$ cat src/rtl/bit_reverse_reorder_ctrl_if.sv
// ---------------------------------------------------------------------------
// bit_reverse_reorder_ctrl_if
//
// Purpose : streaming handshake bundle for the bit-reverse reorder block.
//           It carries the natural-order input stream and the reordered
//           output stream.
//
// Signals :
//   in_data   [DATA_W]  natural-order input sample
//   in_valid            in_data is valid
//   in_ready            block can accept a sample
//   out_data  [DATA_W]  reordered output sample
//   out_valid           out_data is valid
//   out_ready           downstream accepts a sample
//   out_last            final sample of a frame
//
// Modports:
//   master  the producer/consumer side (drives inputs, takes outputs)
//   slave   the reorder block itself
// ---------------------------------------------------------------------------
interface bit_reverse_reorder_ctrl_if #(
  parameter int DATA_W = 16
);

  logic [DATA_W-1:0] in_data;
  logic              in_valid;
  logic              in_ready;
  logic [DATA_W-1:0] out_data;
  logic              out_valid;
  logic              out_ready;
  logic              out_last;

  modport master (
    output in_data,
    output in_valid,
    output out_ready,
    input  in_ready,
    input  out_data,
    input  out_valid,
    input  out_last
  );

  modport slave (
    input  in_data,
    input  in_valid,
    input  out_ready,
    output in_ready,
    output out_data,
    output out_valid,
    output out_last
  );

endinterface : bit_reverse_reorder_ctrl_if

$ cat src/rtl/bit_reverse_reorder_ctrl.sv
// ---------------------------------------------------------------------------
// bit_reverse_reorder_ctrl
//
// Purpose : collects a frame of SAMPLES natural-order samples and replays it
//           in bit-reversed index order (output[j] = input[bitrev(j)]).
//           Samples are written to bit-reversed addresses while loading and
//           read back sequentially while draining, so the drain side is a
//           plain counter. One frame loads in SAMPLES cycles and drains in
//           SAMPLES cycles; the two phases do not overlap.
//
// Parameters:
//   SAMPLES  frame length (must equal 2**WIDTH)
//   WIDTH    index width
//   DATA_W   sample width
//
// Ports:
//   clk        rising-edge clock
//   rst        synchronous active-high reset
//   flush      synchronous frame abort (frame_cnt is kept)
//   bus        handshake bundle (slave side), see bit_reverse_reorder_ctrl_if
//   busy       high when draining or when a partial frame is held
//   frame_cnt  completed output frames, wraps modulo 256
// ---------------------------------------------------------------------------
module bit_reverse_reorder_ctrl #(
  parameter int SAMPLES = 8,
  parameter int WIDTH   = 3,
  parameter int DATA_W  = 16
) (
  input  logic                        clk,
  input  logic                        rst,
  input  logic                        flush,
  bit_reverse_reorder_ctrl_if.slave   bus,
  output logic                        busy,
  output logic [7:0]                  frame_cnt
);

  localparam logic [WIDTH-1:0] LAST_IDX = WIDTH'(SAMPLES - 1);

  typedef enum logic [0:0] {
    LOAD  = 1'b0,
    DRAIN = 1'b1
  } state_t;

  state_t            state;
  state_t            state_next;

  logic [WIDTH-1:0]  wr_cnt;
  logic [WIDTH-1:0]  rd_cnt;

  logic [DATA_W-1:0] storage [SAMPLES];

  logic              in_ready;
  logic              out_valid;
  logic              out_last;
  logic              in_xfer;
  logic              out_xfer;

  // Mirror the index bits: bit i moves to bit WIDTH-1-i.
  function automatic logic [WIDTH-1:0] bitrev(input logic [WIDTH-1:0] idx);
    logic [WIDTH-1:0] r;
    r = '0;
    for (int i = 0; i < WIDTH; i++) begin
      r[WIDTH-1-i] = idx[i];
    end
    return r;
  endfunction

  // -------------------------------------------------------------------------
  // FSM: state register
  // -------------------------------------------------------------------------
  // NOTE: sequential state uses non-blocking assignments so every register
  // samples the pre-edge values of its neighbours.
  always_ff @(posedge clk) begin
    if (rst || flush) begin
      state <= LOAD;
    end else begin
      state <= state_next;
    end
  end

  // -------------------------------------------------------------------------
  // FSM: next state and handshake outputs
  // -------------------------------------------------------------------------
  // NOTE: every signal written here gets a default first, so no path leaves
  // a value unassigned and no latch is inferred.
  always_comb begin
    state_next = state;
    in_ready   = 1'b0;
    out_valid  = 1'b0;
    out_last   = 1'b0;

    unique case (state)
      LOAD: begin
        in_ready = 1'b1;
        // Last sample of the frame accepted: drain from the next cycle on.
        if (bus.in_valid && (wr_cnt == LAST_IDX)) begin
          state_next = DRAIN;
        end
      end

      DRAIN: begin
        out_valid = 1'b1;
        out_last  = (rd_cnt == LAST_IDX);
        if (bus.out_ready && out_last) begin
          state_next = LOAD;
        end
      end

      default: begin
        state_next = LOAD;
      end
    endcase
  end

  assign in_xfer  = bus.in_valid && in_ready;
  assign out_xfer = out_valid && bus.out_ready;

  // -------------------------------------------------------------------------
  // Write / read / frame counters
  // -------------------------------------------------------------------------
  // The WIDTH-bit counters wrap to zero naturally after SAMPLES-1 because
  // SAMPLES == 2**WIDTH. flush clears the position counters but keeps the
  // completed-frame count, and it wins over a same-cycle transfer.
  always_ff @(posedge clk) begin
    if (rst) begin
      wr_cnt    <= '0;
      rd_cnt    <= '0;
      frame_cnt <= '0;
    end else if (flush) begin
      wr_cnt    <= '0;
      rd_cnt    <= '0;
    end else begin
      if (in_xfer) begin
        wr_cnt <= wr_cnt + 1'b1;
      end
      if (out_xfer) begin
        rd_cnt <= rd_cnt + 1'b1;
        if (out_last) begin
          frame_cnt <= frame_cnt + 8'd1;
        end
      end
    end
  end

  // -------------------------------------------------------------------------
  // Sample storage
  // -------------------------------------------------------------------------
  // NOTE: the storage array has no reset; its contents only become visible
  // after a full frame has been written, so clearing it would buy nothing.
  always_ff @(posedge clk) begin
    if (!rst && !flush && in_xfer) begin
      storage[bitrev(wr_cnt)] <= bus.in_data;
    end
  end

  // -------------------------------------------------------------------------
  // Outputs
  // -------------------------------------------------------------------------
  // out_data is a direct register read; it is forced to zero outside DRAIN so
  // stale or never-written storage cannot leak onto the bus.
  assign bus.out_data  = out_valid ? storage[rd_cnt] : '0;
  assign bus.out_valid = out_valid;
  assign bus.out_last  = out_last;
  assign bus.in_ready  = in_ready;

  assign busy = (state != LOAD) || (wr_cnt != '0);

endmodule : bit_reverse_reorder_ctrl

$ cat src/flat_wrapper.sv
// flat-port wrapper written by rule: the top's interface ports become plain ports
module bit_reverse_reorder_ctrl_flat 
#(
  parameter int SAMPLES = 8,
  parameter int WIDTH   = 3,
  parameter int DATA_W  = 16
)
  (clk, rst, flush, busy, frame_cnt, bus_in_data, bus_in_valid, bus_out_ready, bus_in_ready, bus_out_data, bus_out_valid, bus_out_last);
  bit_reverse_reorder_ctrl_if #(.DATA_W(DATA_W)) bus_i ();
  input  logic clk;
  input  logic rst;
  input  logic flush;
  output logic busy;
  output logic [7:0] frame_cnt;
  input wire logic [$bits(bus_i.in_data)-1:0] bus_in_data;
  input wire logic [$bits(bus_i.in_valid)-1:0] bus_in_valid;
  input wire logic [$bits(bus_i.out_ready)-1:0] bus_out_ready;
  output wire logic [$bits(bus_i.in_ready)-1:0] bus_in_ready;
  output wire logic [$bits(bus_i.out_data)-1:0] bus_out_data;
  output wire logic [$bits(bus_i.out_valid)-1:0] bus_out_valid;
  output wire logic [$bits(bus_i.out_last)-1:0] bus_out_last;
  assign bus_i.in_data = bus_in_data;
  assign bus_i.in_valid = bus_in_valid;
  assign bus_i.out_ready = bus_out_ready;
  assign bus_in_ready = bus_i.in_ready;
  assign bus_out_data = bus_i.out_data;
  assign bus_out_valid = bus_i.out_valid;
  assign bus_out_last = bus_i.out_last;
  bit_reverse_reorder_ctrl #(.SAMPLES(SAMPLES), .WIDTH(WIDTH), .DATA_W(DATA_W)) u_core (.clk(clk), .rst(rst), .flush(flush), .bus(bus_i), .busy(busy), .frame_cnt(frame_cnt));
endmodule
$ cat config.mk
export PLATFORM = sky130hd
export DESIGN_NAME = bit_reverse_reorder_ctrl_flat
export DESIGN_NICKNAME = d
export VERILOG_FILES = /design/src/rtl/bit_reverse_reorder_ctrl_if.sv /design/src/rtl/bit_reverse_reorder_ctrl.sv /design/src/flat_wrapper.sv
export SDC_FILE = /design/constraint.sdc
export NUM_CORES = 1
export LEC_CHECK = 0
export CAP_MARGIN = 20
export CORE_MARGIN = 2
export CORE_UTILIZATION = 62
export CTS_CLUSTER_DIAMETER = 120
export DETAILED_ROUTE_END_ITERATION = 12
export PLACE_DENSITY = 0.85
export SLEW_MARGIN = 10
export SYNTH_ARGS = -nofsm -noshare
export SYNTH_HDL_FRONTEND = slang
export SYNTH_SLANG_ARGS = --single-unit
$ cat constraint.sdc
create_clock -name clk -period 5.65 [get_ports clk]
set_input_delay 1.13 -clock clk [delete_from_list [all_inputs] [get_ports clk]]
set_output_delay 1.13 -clock clk [all_outputs]
set_load 0.01 [all_outputs]
### Word level (Yosys, flattened, before mapping)

Memories as Yosys holds them, arrays and structs flattened. A register that Yosys moved wholly into a read port is not among the register bits.
Cells that the tools add are included.

* input port bits: 21
* word-level logic and storage cells: 36
* output and inout port bits: 28
* memories kept: 1
* flip-flop bits (word level): 15
* bits in writable memories: 128

* bitwise operators: 2
* equal/unequal tests: 2
* reduce and logical (&&, ||, !) cells: 13
* add/subtract/negate cells: 3
* multiplexer cells: 11

Memory list
* u_core.storage: depth 8, bits a word 16, rd ports 1, clocked after memory_dff 1, write ports 1, line bit_reverse_reorder_ctrl.sv:50 `logic [DATA_W-1:0] storage [SAMPLES];`

Operators with widths (number)
* 16-bit two-way mux: 1
* 8-bit by 1-bit adder with 8-bit output (second input constant): 1
* 1-bit two-way mux: 7
* 3-bit by 1-bit adder with 3-bit output (second input constant): 2
* 3-bit == test (second input constant): 2
* 1-bit logical AND: 6
* 3-bit two-way mux: 2
* 3-bit AND reduction: 1
* 3-bit nonzero test: 1
* 1-bit zero test: 2
* 1-bit logical OR: 2
* 1-bit NOT: 2
* 1-bit one-hot mux with 2 select lines: 1
* 2-bit OR reduction: 1

### Depth between registers and ports, before layout

Gate-level depths: netlist of run 1.

* word-level depth: 5
* mapped depth: 6
* depth with buffers taken out: 5

### Worst setup path after synthesis of run 1

Ideal clock, no wire load.

* path type: input -> register
* from: input port rst
* to: memory u_core.storage[0][0], enable pin
* path buffers: 2
* data arrival time: 2.383 ns
* stages on the path: 5
* slack: 2.893 ns
* cell sequence: buf_2 > or2_1 > buf_2 > and2b_1 > and3_1

* longest elaborated chain between the ends: 5

RTL lines
* from (decl): line flat_wrapper.sv:11 `input logic rst;`
* 1-bit zero test: line bit_reverse_reorder_ctrl.sv:151 `if (!rst && !flush && in_xfer) begin`
* 1-bit logical AND (2 in a row): line bit_reverse_reorder_ctrl.sv:151
* 1-bit two-way mux: line bit_reverse_reorder_ctrl.sv:151
* 1-bit two-way mux (not written as such): line bit_reverse_reorder_ctrl.sv:152 `storage[bitrev(wr_cnt)] <= bus.in_data;`
* to (decl): line bit_reverse_reorder_ctrl.sv:50

No other way between the ends.

==> flow_summary.ini, run 1 <==
[run_status]
status = finished clean

[power_and_ir_drop]
power_switching_w = 0.000456
total_power_w = 0.00232
pwrdens_mw_per_mm2 = 335
power.internal_w = 0.00186
vdd_drop_max_uv = 245
share_seq_of_total_power = 0.510
netSwitchingFraction = 0.197
share_clk_of_total_power = 0.470
p_comb_frac = 0.019
p_leak_nw = 2.22

[sta]
min_period_over_period = 0.740
slew_viol_final = 0
timing.final.crit_period_ps = 4180
grt_setup_unrepaired = no
worst_clock_skew_ps = 10.4
hold_viol_final = 0
setup_viol_count_final = 0
worstMarginPinSlew_ps = 1020
setup_tns_ps = 0
relSlewSlack = 0.321
max_freq_ghz = 0.239

[finish]
layout-drive-gt1-share = 0.185
final_cell_mix = sky130_fd_sc_hd__edfxtp_1, sky130_fd_sc_hd__clkdlybuf4s50_1, sky130_fd_sc_hd__mux4_2, sky130_fd_sc_hd__nor2_1, sky130_fd_sc_hd__clkbuf_16
area_growth_pct = 20.1
antennaDiodeCount = 0
design.final.nets = 384
fill_cells = 506
layout_commonest_cell = sky130_fd_sc_hd__edfxtp_1

[logic_synthesis]
synth_largest_area_cell = sky130_fd_sc_hd__edfxtp_1
netlist_top_cells_area = sky130_fd_sc_hd__edfxtp_1, sky130_fd_sc_hd__mux4_2, sky130_fd_sc_hd__dfxtp_1
yosys.area.top_type_share = 0.668
netlist_instances = 299
synth_ff_type = sky130_fd_sc_hd__edfxtp_1
netlist_area_mm2 = 0.00575
ys_types = 31
ys_seq_area_frac = 0.731
postSynthRegisterBits = 146
synth-edff-count = 128
ys_warn_count = 0
synthesis.area_per_instance_um2 = 19.2
async_reset_ff_frac = 0
synth.net_count = 329

[critical_path]
ff2ff_path_depth = 3
r2r_setup_slack_ps = 3330
worst_setup_path_end_kind = primary output
cp_max_fo = 20
critPathArrivalTime_ps = 3050
critical_path_required_ps = 4520
timing.rr.start = u_core.state
timing.critical_path.from_type = flip-flop
worst-setup-path-type = flip-flop to primary output
critical_path.reg2reg.endpoint = u_core.storage[3][4]

[drt]
num_vias = 2891
totalWireLength_um = 11000
via_per_inst = 6.05
detail_route.first_pass.iterations = 4
drc = 0
starting_drc_count_in_detailed_routing = 198
ant_nets = 0
wl_per_cell_um = 22.9

[floorplanning]
dieWidth_um = 100
dieHeight_um = 100
i_o_pin_count = 49
fp-row-count = 35
core-area_mm2 = 0.00911
floorplan.initialDensity = 0.631
die_area_mm2 = 0.0101

[global_routing]
pin_count_of_the_biggest_net_entering_global_routing = 33
grt_usage = 0.238
use_met1 = 0.305
grt_pass1_vias = 3161
first_pass_grt_wire_length_um = 16900
grtUsageMet2 = 0.382
busiest_layer = met2
met3_usage = 0.0794
global_route.overflow_total = 0
antenna_found_initial = 0

[cts]
clk_pin_slew_ps = 60
clock_latency_ps = 530
clk_path_buf_depth = 2
postCtsResizedCells = 0
post_cts_setup_repair_buffer_count = 0
cts_hold_buf = 0
cts.root.buffer_cell = sky130_fd_sc_hd__clkbuf_8
cts.sink_count = 146
tritoncts.num_buffers = 17
h-tree-depth = 4
tritoncts = done

[hold_path]
worst_min_path_class = flip-flop to flip-flop
hold_path_cells = 2
beginning_of_the_worst_hold_path = u_core.rd_cnt[2]

[place]
routabilityCongestion = 0.744
io_buffer_count = 48
place.detailed.hpwl_um = 5900

[flow_run]
max-cap-violations = 0
[flip-flops by register name, summed over array words and instances, names as in the netlist, named ones only]
register,cells
u_core.storage,128
u_core.frame_cnt,8
u_core.wr_cnt,3
u_core.state,1
u_core.rd_cnt,3
[worst max path at each step]
| stage | start | slack (ps) | endpoint | cells past startpoint |
|---|---|---|---|---|
| 3_3_place_gp | flip-flop | 2000 | bus_out_data[2] | 5 |
| 3_5_place_dp | rst | 1910 | u_core.storage[3][7] | 4 |
| 6_report | flip-flop | 1470 | bus_out_data[2] | 5 |
| 5_1_grt | flip-flop | 1230 | bus_out_data[2] | 5 |
| 2_1_floorplan | rst | 2890 | u_core.storage[0][0] | 5 |
| 4_1_cts | flip-flop | 1360 | bus_out_data[2] | 5 |
[routing by layer]
metal / vias to the layer above / wire [µm]
met4: 0 / 101
met5: - / 0
li1: 1305 / -
met2: 96 / 5820
met1: 1483 / 4420
met3: 7 / 625
[per-stage QoR]
step / area (µm²) / hold WS [ps] / util / cells / setup WS (ps)
floorplan: 5750 / 454 / - / 299 / 2890
global route: 6900 / 522 / 0.758 / 478 / 1230
finish: 6900 / 488 / 0.758 / 478 / 1470
global placement: 6280 / 480 / 0.689 / 445 / 2000
CTS: 6880 / 494 / 0.755 / 477 / 1360
detailed placement: 6280 / 484 / 0.689 / 445 / 1910
[power by group through the flow]
stage                     clock (W)  combinational [W]  sequential (W)
final                       0.00109          0.0000450         0.00118
after global routing        0.00115          0.0000489         0.00118
after CTS                   0.00111          0.0000451         0.00118
after detailed placement          0          0.0000442         0.00120
after global placement            0          0.0000424         0.00120
after floorplan                   0          0.0000149         0.00120
[synth_stat cells (all sizes together), types with 2 or more instances]
cell type	n
nand2	4
inv	5
nor2	24
nand3	7
xor2	2
mux4	32
and3	6
edfxtp	128
mux2i	18
dfxtp	18
o31ai	2
a21oi	8
and2	3
ha	9
buf	12
or3	3
clkbuf	2
o21ai	3
or4	2
nor2b	2
[cells by family after synthesis]
logic type / count (synthesis) / share of synthesized area
mux: 51 / 0.159
simple gates: 55 / 0.0498
flops: 146 / 0.731
compound gates: 15 / 0.0150
buf+inv: 20 / 0.0213
xor+xnor: 3 / 0.00457
fa+ha+maj: 9 / 0.0196
[worst max-delay path, cell delays in order, from the launching register on]
cell and delay, ps:
sky130_fd_sc_hd__dfxtp_2 810, sky130_fd_sc_hd__buf_4 400, sky130_fd_sc_hd__mux4_2 540, sky130_fd_sc_hd__mux2i_1 190, sky130_fd_sc_hd__nor2_1 80, sky130_fd_sc_hd__clkdlybuf4s50_1 510
[layout make-up]
type / instances / area (µm²) / share of cell area
clock inverters: 8 / 61.3 / 0.00888
repair buffers: 50 / 515 / 0.0747
flip-flops and latches: 146 / 4210 / 0.609
clock buffers: 24 / 536 / 0.0776
well taps: 111 / 139 / 0.0201
multi-input cells: 133 / 1420 / 0.206
inverters: 6 / 22.5 / 0.00326
(Power assumes the default switching activity.)
==> run 2: changes to the inputs <==
--- a/config.mk
+++ b/config.mk
@@ -7,10 +7,10 @@
 export LEC_CHECK = 0
 export CAP_MARGIN = 20
 export CORE_MARGIN = 2
-export CORE_UTILIZATION = 62
+export CORE_UTILIZATION = 57
 export CTS_CLUSTER_DIAMETER = 120
 export DETAILED_ROUTE_END_ITERATION = 12
-export PLACE_DENSITY = 0.85
+export PLACE_DENSITY = 0.79
 export SLEW_MARGIN = 10
 export SYNTH_ARGS = -nofsm -noshare
 export SYNTH_HDL_FRONTEND = slang
==> constraint.sdc (replaced) <==
create_clock -name clk -period 4 [get_ports clk]
set_input_delay 0.8 -clock clk [delete_from_list [all_inputs] [get_ports clk]]
set_output_delay 0.8 -clock clk [all_outputs]
set_load 0.01 [all_outputs]
==> flow_summary.ini, run 2 (same netlist as run 1, synthesis figures left out) <==
[run_status]
status = finished clean

[drt]
drc = 0
num_vias = 2923
via_per_inst = 5.79
ant_nets = 0
detail_route.first_pass.iterations = 4
starting_drc_count_in_detailed_routing = 171
wl_per_cell_um = 21.6
totalWireLength_um = 10900

[cts]
clock_latency_ps = 530
cts.sink_count = 146
tritoncts.num_buffers = 17
tritoncts = done
post_cts_setup_repair_buffer_count = 0
postCtsResizedCells = 0
cts.root.buffer_cell = sky130_fd_sc_hd__clkbuf_8
h-tree-depth = 4
clk_pin_slew_ps = 60
cts_hold_buf = 0
clk_path_buf_depth = 2

[power_and_ir_drop]
vdd_drop_max_uv = 435
p_leak_nw = 2.21
pwrdens_mw_per_mm2 = 467

[critical_path]
critPathBufInv = 2
timing.critical_path.from_type = flip-flop
critPathArrivalTime_ps = 2680
critPathMaxStageDelay_ps = 580
worst_setup_path_end_kind = primary output
worstPathCellList = buf_4, mux4_2, mux2i_1, nor2_1, clkdlybuf4s50_1
crit_family = buffers and inverters
critical_path.slowest_cell = sky130_fd_sc_hd__dfxtp_2
worst-setup-path-type = flip-flop to primary output
critical_path_required_ps = 3200
cp_max_fo = 11

[floorplanning]
i_o_pin_count = 49
die_area_mm2 = 0.0109
fp-row-count = 36
dieWidth_um = 104
dieHeight_um = 104
core-area_mm2 = 0.00977
floorplan.initialDensity = 0.588

[finish]
stdcell_count = 505
antennaDiodeCount = 0
layout-drive-gt1-share = 0.196
largestRegisters = u_core.storage x128, u_core.frame_cnt x8
final_cell_mix = sky130_fd_sc_hd__edfxtp_1, sky130_fd_sc_hd__clkdlybuf4s50_1, sky130_fd_sc_hd__mux4_2, sky130_fd_sc_hd__nor2_1, sky130_fd_sc_hd__mux2i_1
max_flop_register = u_core.storage
design.final.nets = 389
layout_commonest_cell = sky130_fd_sc_hd__edfxtp_1
area_growth_pct = 20.3
flip_flop_count_of_the_largest_register_after_layout = 128

[sta]
final.hold.worst_slack_ps = 489
hold_viol_final = 0
grt_setup_unrepaired = no
slew_viol_final = 0
max_freq_ghz = 0.287
worst_clock_skew_ps = 5.92
setup_viol_count_final = 0
worstMarginPinSlew_ps = 865
min_period_over_period = 0.870
setup_tns_ps = 0
relSlewSlack = 0.424
timing.final.crit_period_ps = 3480

[global_routing]
global_route.overflow_total = 0
grt_pass1_vias = 3056
first_pass_grt_wire_length_um = 16700
antenna_found_initial = 0
grt_usage = 0.215
pin_count_of_the_biggest_net_entering_global_routing = 33

[place]
routabilityCongestion = 0.762
place.detailed.hpwl_um = 6880
cell_count_after_placement = 473
io_buffer_count = 48

[flow_run]
max-cap-violations = 0

[hold_path]
worst_min_path_class = flip-flop to flip-flop
run 2: cell types whose count changed in the layout (fill, tap and decap cells not counted), sizes merged:
cell,change
inv,-1
bufinv,+2
clkinvlp,+4
buf,+5
clkbuf,-5
run 2: power by group:
part	internal, W	switching, W	total [W]
logic	0.0000296	0.0000392	0.0000688
clock network	0.000901	0.000591	0.00149
registers	0.00166	0.00000346	0.00167
total	0.00260	0.000634	0.00323
run 2: area by class of cell:
class	count	area (µm²)
Inverter	6	22.5
Clock buffer	19	432
Fill cell	617	2850
Sequential cell	146	4210
Clock inverter	13	138
Tap cell	133	166
Multi-Input combinational cell	133	1420
Timing Repair Buffer	55	533
run 2: routing by layer:
metal	GRT usage	wire length [µm]	share of wire
met5	0	0	0
met4	0.0888	114	0.010
met3	0.0652	896	0.082
met2	0.340	5550	0.51
met1	0.280	4330	0.40
run 2: worst register-to-register path, stage by stage (launching register included):
cell and delay [ps]:
sky130_fd_sc_hd__dfxtp_1 410, sky130_fd_sc_hd__nor2b_1 370, sky130_fd_sc_hd__and2b_1 330, sky130_fd_sc_hd__and3_1 770
run 2: final timing paths:
check,from,slack (ps),cells after the start,to
setup reg to reg,u_core.state,1730,3,u_core.storage[2][2]
setup / recovery,flip-flop,520,5,bus_out_data[11]
hold reg to reg,u_core.rd_cnt[1],490,2,flip-flop
hold / removal,u_core.rd_cnt[1],490,2,flip-flop
run 2: through the flow:
stage | utilization | power, W | setup WS, ps | area [µm²]
after CTS | 0.708 | 0.00325 | 471 | 6920
after global placement | 0.650 | 0.00177 | 840 | 6350
after detailed placement | 0.650 | 0.00177 | 727 | 6350
after global routing | 0.708 | 0.00331 | 365 | 6920
after floorplan | - | 0.00172 | 1570 | 5750
final | 0.708 | 0.00323 | 519 | 6920
==> run 3: changes to the inputs <==
--- a/config.mk
+++ b/config.mk
@@ -8,7 +8,7 @@
 export CAP_MARGIN = 20
 export CORE_MARGIN = 2
 export CORE_UTILIZATION = 57
-export CTS_CLUSTER_DIAMETER = 120
+export CTS_CLUSTER_DIAMETER = 50
 export DETAILED_ROUTE_END_ITERATION = 12
 export PLACE_DENSITY = 0.79
 export SLEW_MARGIN = 10
==> results of run 3 <==
The final DEF is identical to that of run 2; final timing and power are the same.
